### config.mk
export PLATFORM = sky130hd
export DESIGN_NAME = fetch_sequencer
export DESIGN_NICKNAME = d
export VERILOG_FILES = /design/src/rtl/fetch_sequencer.sv
export SDC_FILE = /design/constraint.sdc
export NUM_CORES = 1
export LEC_CHECK = 0
export ABC_AREA = 1
export CORE_MARGIN = 3
export CORE_UTILIZATION = 34
export DETAILED_ROUTE_END_ITERATION = 6
export PLACE_DENSITY_LB_ADDON = 0.1
export SLEW_MARGIN = 20
export SYNTH_ARGS = -nofsm -noshare
export SYNTH_HDL_FRONTEND = slang
export SYNTH_SLANG_ARGS = --single-unit
export TNS_END_PERCENT = 5
### constraint.sdc
create_clock -name clk50M_i -period 1.7 [get_ports clk50M_i]
set_clock_uncertainty 0.1 [all_clocks]
set_input_delay 0.425 -clock clk50M_i [delete_from_list [all_inputs] [get_ports clk50M_i]]
set_output_delay 0.425 -clock clk50M_i [all_outputs]
set_load 0.02 [all_outputs]
### src/rtl/fetch_sequencer.sv
// Instruction-fetch controller for the 8080 core: drives PC inc/load commands and the
// memory read strobe, and assembles 1..3 instruction bytes into one instruction word.
module fetch_sequencer #(
    parameter int ACK_TIMEOUT = 255
) (
    input  logic        clk50M_i,
    input  logic        rst_ni,
    input  logic        fetch_en_i,
    output logic        mem_rd_o,
    input  logic        mem_ack_i,
    input  logic [7:0]  mem_dat_i,
    output logic        pc_load_o,
    output logic        pc_inc_o,
    output logic        pc_out_o,
    output logic [7:0]  pc_bus_o,
    output logic        pc_bus_en_o,
    output logic        instr_valid_o,
    input  logic        instr_ready_i,
    output logic [7:0]  opcode_o,
    output logic [15:0] operand_o,
    output logic [1:0]  instr_len_o,
    input  logic        jump_i,
    input  logic [15:0] jump_addr_i,
    output logic        jump_done_o,
    output logic        fetch_err_o
);

    typedef enum logic [2:0] {
        S_IDLE, S_RD, S_INC, S_WAIT, S_VALID, S_JREQ, S_JLO, S_JHI
    } state_t;

    localparam logic [8:0] TMO_LIMIT = 9'(ACK_TIMEOUT);

    state_t      state_q, state_d;
    logic [1:0]  idx_q, idx_d;
    logic [7:0]  tmo_q, tmo_d;
    logic [8:0]  tmo_next;
    logic [7:0]  opcode_q, opcode_d;
    logic [15:0] operand_q, operand_d;
    logic [1:0]  len_q, len_d;
    logic [15:0] jaddr_q, jaddr_d;
    logic        err_q, err_d;

    // Instruction length from the opcode; undefined opcodes follow the same bit rules.
    function automatic logic [1:0] decode_len(input logic [7:0] o);
        logic three, two;
        three = ((o[7:6] == 2'b00) && (o[3:0] == 4'b0001)) ||
                (o == 8'h22) || (o == 8'h2A) || (o == 8'h32) || (o == 8'h3A) ||
                (o == 8'hC3) || (o == 8'hCD) ||
                ((o[7:6] == 2'b11) && ((o[2:0] == 3'b010) || (o[2:0] == 3'b100)));
        two   = ((o[7:6] == 2'b00) && (o[2:0] == 3'b110)) ||
                ((o[7:6] == 2'b11) && (o[2:0] == 3'b110)) ||
                (o == 8'hD3) || (o == 8'hDB);
        if (three)    return 2'd3;
        else if (two) return 2'd2;
        else          return 2'd1;
    endfunction

    assign tmo_next = {1'b0, tmo_q} + 9'd1;

    always_ff @(posedge clk50M_i or negedge rst_ni) begin
        if (!rst_ni) begin
            state_q   <= S_IDLE;
            idx_q     <= 2'd0;
            tmo_q     <= 8'd0;
            opcode_q  <= 8'd0;
            operand_q <= 16'd0;
            len_q     <= 2'd0;
            jaddr_q   <= 16'd0;
            err_q     <= 1'b0;
        end else begin
            state_q   <= state_d;
            idx_q     <= idx_d;
            tmo_q     <= tmo_d;
            opcode_q  <= opcode_d;
            operand_q <= operand_d;
            len_q     <= len_d;
            jaddr_q   <= jaddr_d;
            err_q     <= err_d;
        end
    end

    always_comb begin
        state_d   = state_q;
        idx_d     = idx_q;
        tmo_d     = tmo_q;
        opcode_d  = opcode_q;
        operand_d = operand_q;
        len_d     = len_q;
        jaddr_d   = jaddr_q;
        err_d     = err_q;
        case (state_q)
            S_IDLE: begin
                if (jump_i) begin
                    jaddr_d = jump_addr_i;
                    state_d = S_JREQ;
                end else if (fetch_en_i) begin
                    idx_d     = 2'd0;
                    operand_d = 16'd0;
                    tmo_d     = 8'd0;
                    state_d   = S_RD;
                end
            end
            S_RD: begin
                tmo_d = tmo_next[7:0];
                if (mem_ack_i) begin
                    case (idx_q)
                        2'd0: begin
                            opcode_d = mem_dat_i;
                            len_d    = decode_len(mem_dat_i);
                        end
                        2'd1:    operand_d[7:0]  = mem_dat_i;
                        default: operand_d[15:8] = mem_dat_i;
                    endcase
                    state_d = S_INC;
                end else if (tmo_next == TMO_LIMIT) begin
                    // Abort without touching the PC; the flag stays until reset.
                    err_d   = 1'b1;
                    state_d = S_IDLE;
                end
            end
            S_INC: state_d = S_WAIT;
            S_WAIT: begin
                if (({1'b0, idx_q} + 3'd1) < {1'b0, len_q}) begin
                    idx_d   = idx_q + 2'd1;
                    tmo_d   = 8'd0;
                    state_d = S_RD;
                end else begin
                    state_d = S_VALID;
                end
            end
            S_VALID: if (instr_ready_i) state_d = S_IDLE;
            S_JREQ:  state_d = S_JLO;
            S_JLO:   state_d = S_JHI;
            S_JHI:   state_d = S_IDLE;
            default: state_d = S_IDLE;
        endcase
    end

    // PC data port carries LSB during request/low phases, MSB in the final phase.
    always_comb begin
        pc_bus_o = 8'd0;
        if ((state_q == S_JREQ) || (state_q == S_JLO)) pc_bus_o = jaddr_q[7:0];
        else if (state_q == S_JHI)                      pc_bus_o = jaddr_q[15:8];
    end

    assign mem_rd_o      = (state_q == S_RD);
    assign pc_inc_o      = (state_q == S_INC);
    assign pc_load_o     = (state_q == S_JREQ);
    assign pc_out_o      = 1'b0;
    assign pc_bus_en_o   = (state_q == S_JREQ) || (state_q == S_JLO) || (state_q == S_JHI);
    assign jump_done_o   = (state_q == S_JHI);
    assign instr_valid_o = (state_q == S_VALID);
    assign opcode_o      = opcode_q;
    assign operand_o     = operand_q;
    assign instr_len_o   = len_q;
    assign fetch_err_o   = err_q;

endmodule
Word-level counts from Yosys, hierarchy flattened
Index checks and enable logic that the tools add are counted. Widths: inputs -> output; s select.

Bits of input ports: 30. ROM bits: 0. Register bits after elaboration: 56. Memories kept: 0. Logic and storage cells: 102. Memory bits (writable): 0. Bits in latches: 0. Output and inout bits: 42.

Shift operators: 0. Reductions and logical operators: 32. Bitwise logic cells: 1. $add $sub $neg: 3. Equality and inequality tests: 31. Muxes and demuxes: 25. $mul: 0. $lt $le $gt $ge: 1. Div/mod/pow operators: 0.

Operator list (count): $mux 8 (7); $mux 16 (3); $eq 8x6->1 const B (4); $eq 8x8->1 const B (4); $pmux 16 s2 (1); $pmux 3 s8 (1); $pmux 8 s3 (1); $eq 3x3->1 const B (6); $mux 3 (6); $logic_or 1x1->1 (13); $mux 2 (5); $reduce_and 5->1 (2); $add 8x1->9 const B (1); $eq 3x2->1 const B (3); $eq 9x8->1 const B (1); $reduce_and 3->1 (3); $ne 2x2->1 const B (4); $reduce_and 4->1 (2); $ne 2x1->1 const B (3); $eq 4x1->1 const B (1); $logic_and 1x1->1 (4); $logic_not 2->1 (2); $pmux 2 s2 (1); $reduce_bool 2->1 (2); other kinds (13) (13).

Logic depth before layout (Yosys ltp)
Depth in word-level cells: 10. Mapped depth: 11. Depth with buffers taken out: 10.

Least setup slack after synthesis
OpenSTA, ideal clock, no wires.

Path kind: register to output. Start: reg state_q[2]. End: out pc_bus_o[0]. Stages on the path, launching flop included: 6. Setup slack: -0.219 ns. Required time: 1.175 ns. Data arrival time: 1.394 ns. Cells stage by stage: dfrtp_1 > buf_4 > inv_2 > nor2_1 > nand2_1 > o21ai_0.

Longest elaborated chain between the ends: 3.

RTL lines: start: declaration (line 34) `state_t state_q, state_d;`; start signal: assignment (line 72) `state_q <= state_d;`; $eq 3x3->1; via jump_done_o (line 24) `output logic jump_done_o,`; $mux 8 (line 144) `else if (state_q == S_JHI) pc_bus_o = jaddr_q[15:8];`; $mux 8 (line 143) `if ((state_q == S_JREQ) || (state_q == S_JLO)) pc_bus_o = jaddr_q[7:0];`; end: declaration (line 15) `output logic [7:0] pc_bus_o,`.

The timed path passes the listed nets, and every way through them passes these cells.

Final worst setup path
Start: reg state_q[0]. End: out pc_bus_o[5].

Longest elaborated chain between the ends: 3.

RTL lines (line): $eq 3x3->1 (on tied branches) (144, 143); $mux 8 or $logic_or 1x1->1 (tied branches) (144, 143); $mux 8 * (143).

Mark *: on every way between the ends. The rest lies on a longest branch, timed or not.

==> impl_metrics.py <==
metrics = {
    "detailed_routing": {
        "via_per_inst": 4.56,
        "wirelength_um": 7080,
        "wl_met2_um": 3460,
        "met3_length_um": 324,
        "drtAntennaViolNets": 0,
        "top_layer": "met4",
        "drc_errors": 0,
        "wl_per_cell_um": 12.3,
        "drt-met1-wl_um": 3290,
        "drt_iter0_drc": 79,
        "drt_pass1_iterations": 4,
        "num_vias": 2623,
    },
    "synthesis": {
        "yosysSeqAreaShare_pct": 48.5,
        "yosys-mux-area-fraction_pct": 3.51,
        "synth.cell_area_um2": 2890,
        "synth-simple-area-share_pct": 28.7,
        "synthXorXnorAreaFrac_pct": 0,
        "synth_compound_area_share_pct": 8.92,
        "synth_nets": 387,
        "syn_inst": 351,
        "yosys.area_share.adder_pct": 2.86,
        "ys_warn_count": 0,
        "synth.avg_cell_area_um2": 8.23,
        "synth_top_family_by_area": "simple AND/OR/NAND/NOR gates",
        "synth.distinct_cells": 31,
        "synth_seq_cells": 56,
    },
    "sta": {
        "setup_viol": 19,
        "report.final.slew_viol_count": 0,
        "fin_ws_ns": -0.176,
        "hold_viol": 0,
        "fin_crit_ns": 1.88,
        "grt_setup_unrepaired": "true",
        "period_share_pct": 110,
        "max_clock_freq_mhz": 533,
    },
    "cts": {
        "clk_latency_ns": 0.31,
        "cts_buffer_depth": 2,
        "cts_inserted_buffers": 5,
        "clkSinkCount": 56,
        "cts_tree": "done",
        "h-tree-depth": 2,
        "clk_pin_slew_ns": 0.10,
        "cts_root_buffer": "clkbuf_8",
    },
    "global_route": {
        "antenna_found_initial": 0,
        "grt_pass1_vias": 2649,
        "grt_start_max_net_pins": 57,
        "grt_usage_pct": 15.3,
        "grt_overflow_total": 0,
        "grt_pass1_wl_um": 12300,
    },
    "setup_path": {
        "worstPathRequired_ns": 1.17,
        "worstPathMaxFanout": 5,
        "reg2reg_slack_ns": -0.06,
        "critPathKind": "flip-flop to output pin",
        "endpoint_kind": "output pin",
        "cp.arrival_ns": 1.35,
        "crit_path_start_kind": "flip-flop",
    },
    "layout": {
        "final_util_pct": 52.7,
        "fin_cells": 575,
        "syn_to_final_growth_pct": 49.7,
        "finalNetCount": 505,
        "diodes": 0,
        "design_area_um2": 4330,
        "drive_above_1_share_pct": 29.8,
    },
    "place": {
        "gp_congestion": 0.778,
        "portBuffers": 70,
        "dp.cells": 564,
        "dp_slack_ns": -0.347,
        "dpl-instance-area_um2": 4040,
        "place_hpwl_um": 5190,
    },
    "floorplanning": {
        "die_y_um": 98.2,
        "core_um2": 8220,
        "core.rowCount": 33,
        "die_area_um2": 9640,
        "start_util_pct": 35.2,
        "io_pins": 72,
        "chipWidth_um": 98.2,
    },
    "status": {
        "violations": "negative setup slack",
        "status": "complete, but fails checks",
    },
    "job": {
        "cap_violations": 0,
    },
    "min_path": {
        "min_path_type": "input port to async pin",
    },
    "power": {
        "powerDensity_nw_per_um2": 1570,
        "p_leak_nw": 2.20,
        "peakVddDrop_mv": 0.869,
    },
}
==> stage by stage <==
step                hold WS, ns  power, mW  setup TNS, ns
floorplan                0.0294       4.07         -0.534
CTS                     0.00911       6.60          -2.97
global placement          0.355       5.64          -9.23
detailed placement        0.354       5.67          -9.61
global route             0.0168       7.36          -4.67
finish                  0.00466       6.80          -1.89
==> path summary, 6_finish.rpt <==
kind / start / to / cells after the start
max in group asynchronous: rst_ni / instr_len_o[1] / 2
max reg2reg: instr_len_o[1] / idx_q[1] / 7
min reg2reg: operand_o[2] / operand_o[2] / 2
min: rst_ni / operand_o[1] / 2
min in group clk50M_i: operand_o[2] / operand_o[2] / 2
max: state_q[0] / pc_bus_o[5] / 5
==> final cells by class <==
class                      instances  area (um^2)
inverter                          42          160
sequential                        56         1400
clock buffer                       8         90.1
tap                              105          131
fill                             777         3890
multi-input combinational        242         1440
timing repair buffer             122         1100
==> cells by family (layout without fill, tap and decap cells) <==
kind of cell               Yosys count  count (layout)
AOI/OAI and AO/OA                   43              43
adders and majority gates            6               6
buffers and inverters               53             172
DFF                                 56              56
muxes                                9               9
other                                1               1
and+or+nand+nor                    183             183
==> synth_stat cells <==
| cell | number | area, um^2 |
|---|---|---|
| clkbuf_1 | 7 | 26.3 |
| a21oi_1 | 8 | 40.0 |
| a31oi_1 | 1 | 6.26 |
| inv_2 | 2 | 7.51 |
| o21bai_1 | 3 | 22.5 |
| buf_4 | 2 | 15.0 |
| nor2_2 | 1 | 6.26 |
| o21ai_1 | 1 | 5.00 |
| buf_2 | 1 | 5.00 |
| or2_1 | 1 | 6.26 |
| o21ai_2 | 9 | 78.8 |
| inv_1 | 40 | 150 |
| ha_1 | 5 | 62.6 |
| nand2_4 | 2 | 22.5 |
| nor2_4 | 1 | 11.3 |
| conb_1 | 1 | 3.75 |
| o21ai_0 | 21 | 105 |
| nand3_1 | 17 | 85.1 |
| nand3_2 | 4 | 40.0 |
| nand2_1 | 108 | 405 |
| nor2_8 | 1 | 20.0 |
| or2_2 | 1 | 6.26 |
| or2_4 | 1 | 8.76 |
| dfrtp_1 | 56 | 1400 |
| nor2_1 | 28 | 105 |
| nand2_2 | 4 | 25.0 |
| buf_6 | 1 | 11.3 |
| mux2_2 | 9 | 101 |
| fa_1 | 1 | 20.0 |
| nor3_1 | 1 | 5.00 |
| nand4_1 | 13 | 81.3 |
==> power by group <==
group / switching [mW] / leakage (nW) / internal [mW]
combinational: 2.23 / 1.45 / 1.76
sequential: 0.281 / 0.710 / 1.77
clock: 0.428 / 0.0455 / 0.334
==> sequential cells by signal, indices dropped and copies added (netlist names) <==
register     flops
jaddr_q         16
operand_o       16
opcode_o         8
tmo_q            8
state_q          3
idx_q            2
instr_len_o      2
fetch_err_o      1
==> routing by layer <==
metal	up-vias	global-route usage, %
met1	1226	20.7
met5	-	0
met4	0	2.84
met3	2	3.71
li1	1349	-
met2	46	25.3
==> worst max-delay path, cell delays in order (launching register included) <==
cell and delay (ns):
dfrtp_1 0.42, nand2_2 0.13, nand3_2 0.10, buf_6 0.15, o21ai_2 0.12, buf_6 0.13
==> repair_timing <==
action,CTS,global route
hold buffers,0,0
setup endpoints to repair,76,53
resized for setup,130,33
endpoints found under the hold margin,0,0
setup buffers,1,2
pin swaps,6,6
==> cell usage in the layout (no fill, tap or decap), types with 2 or more instances in the layout <==
master	Yosys	final
nand2_1	108	99
dfrtp_1	56	55
buf_4	2	45
inv_1	40	38
clkdlybuf4s50_1	0	28
dlygate4sd2_1	0	26
nor2_1	28	24
buf_6	1	19
o21ai_2	9	18
nand3_1	17	16
nand4_1	13	13
nand2_2	4	11
mux2_2	9	9
o21ai_0	21	8
a21oi_1	8	8
clkbuf_8	0	6
nor2_4	1	4
o21ai_1	1	4
ha_1	5	4
nand2_4	2	3
inv_2	2	3
nand3_4	0	3
o21bai_1	3	3
nor2_2	1	2
nand3_2	4	2
or2_4	1	2
clkbuf_1	7	2
buf_2	1	2
No activity file was read; power rests on OpenSTA's default activity.
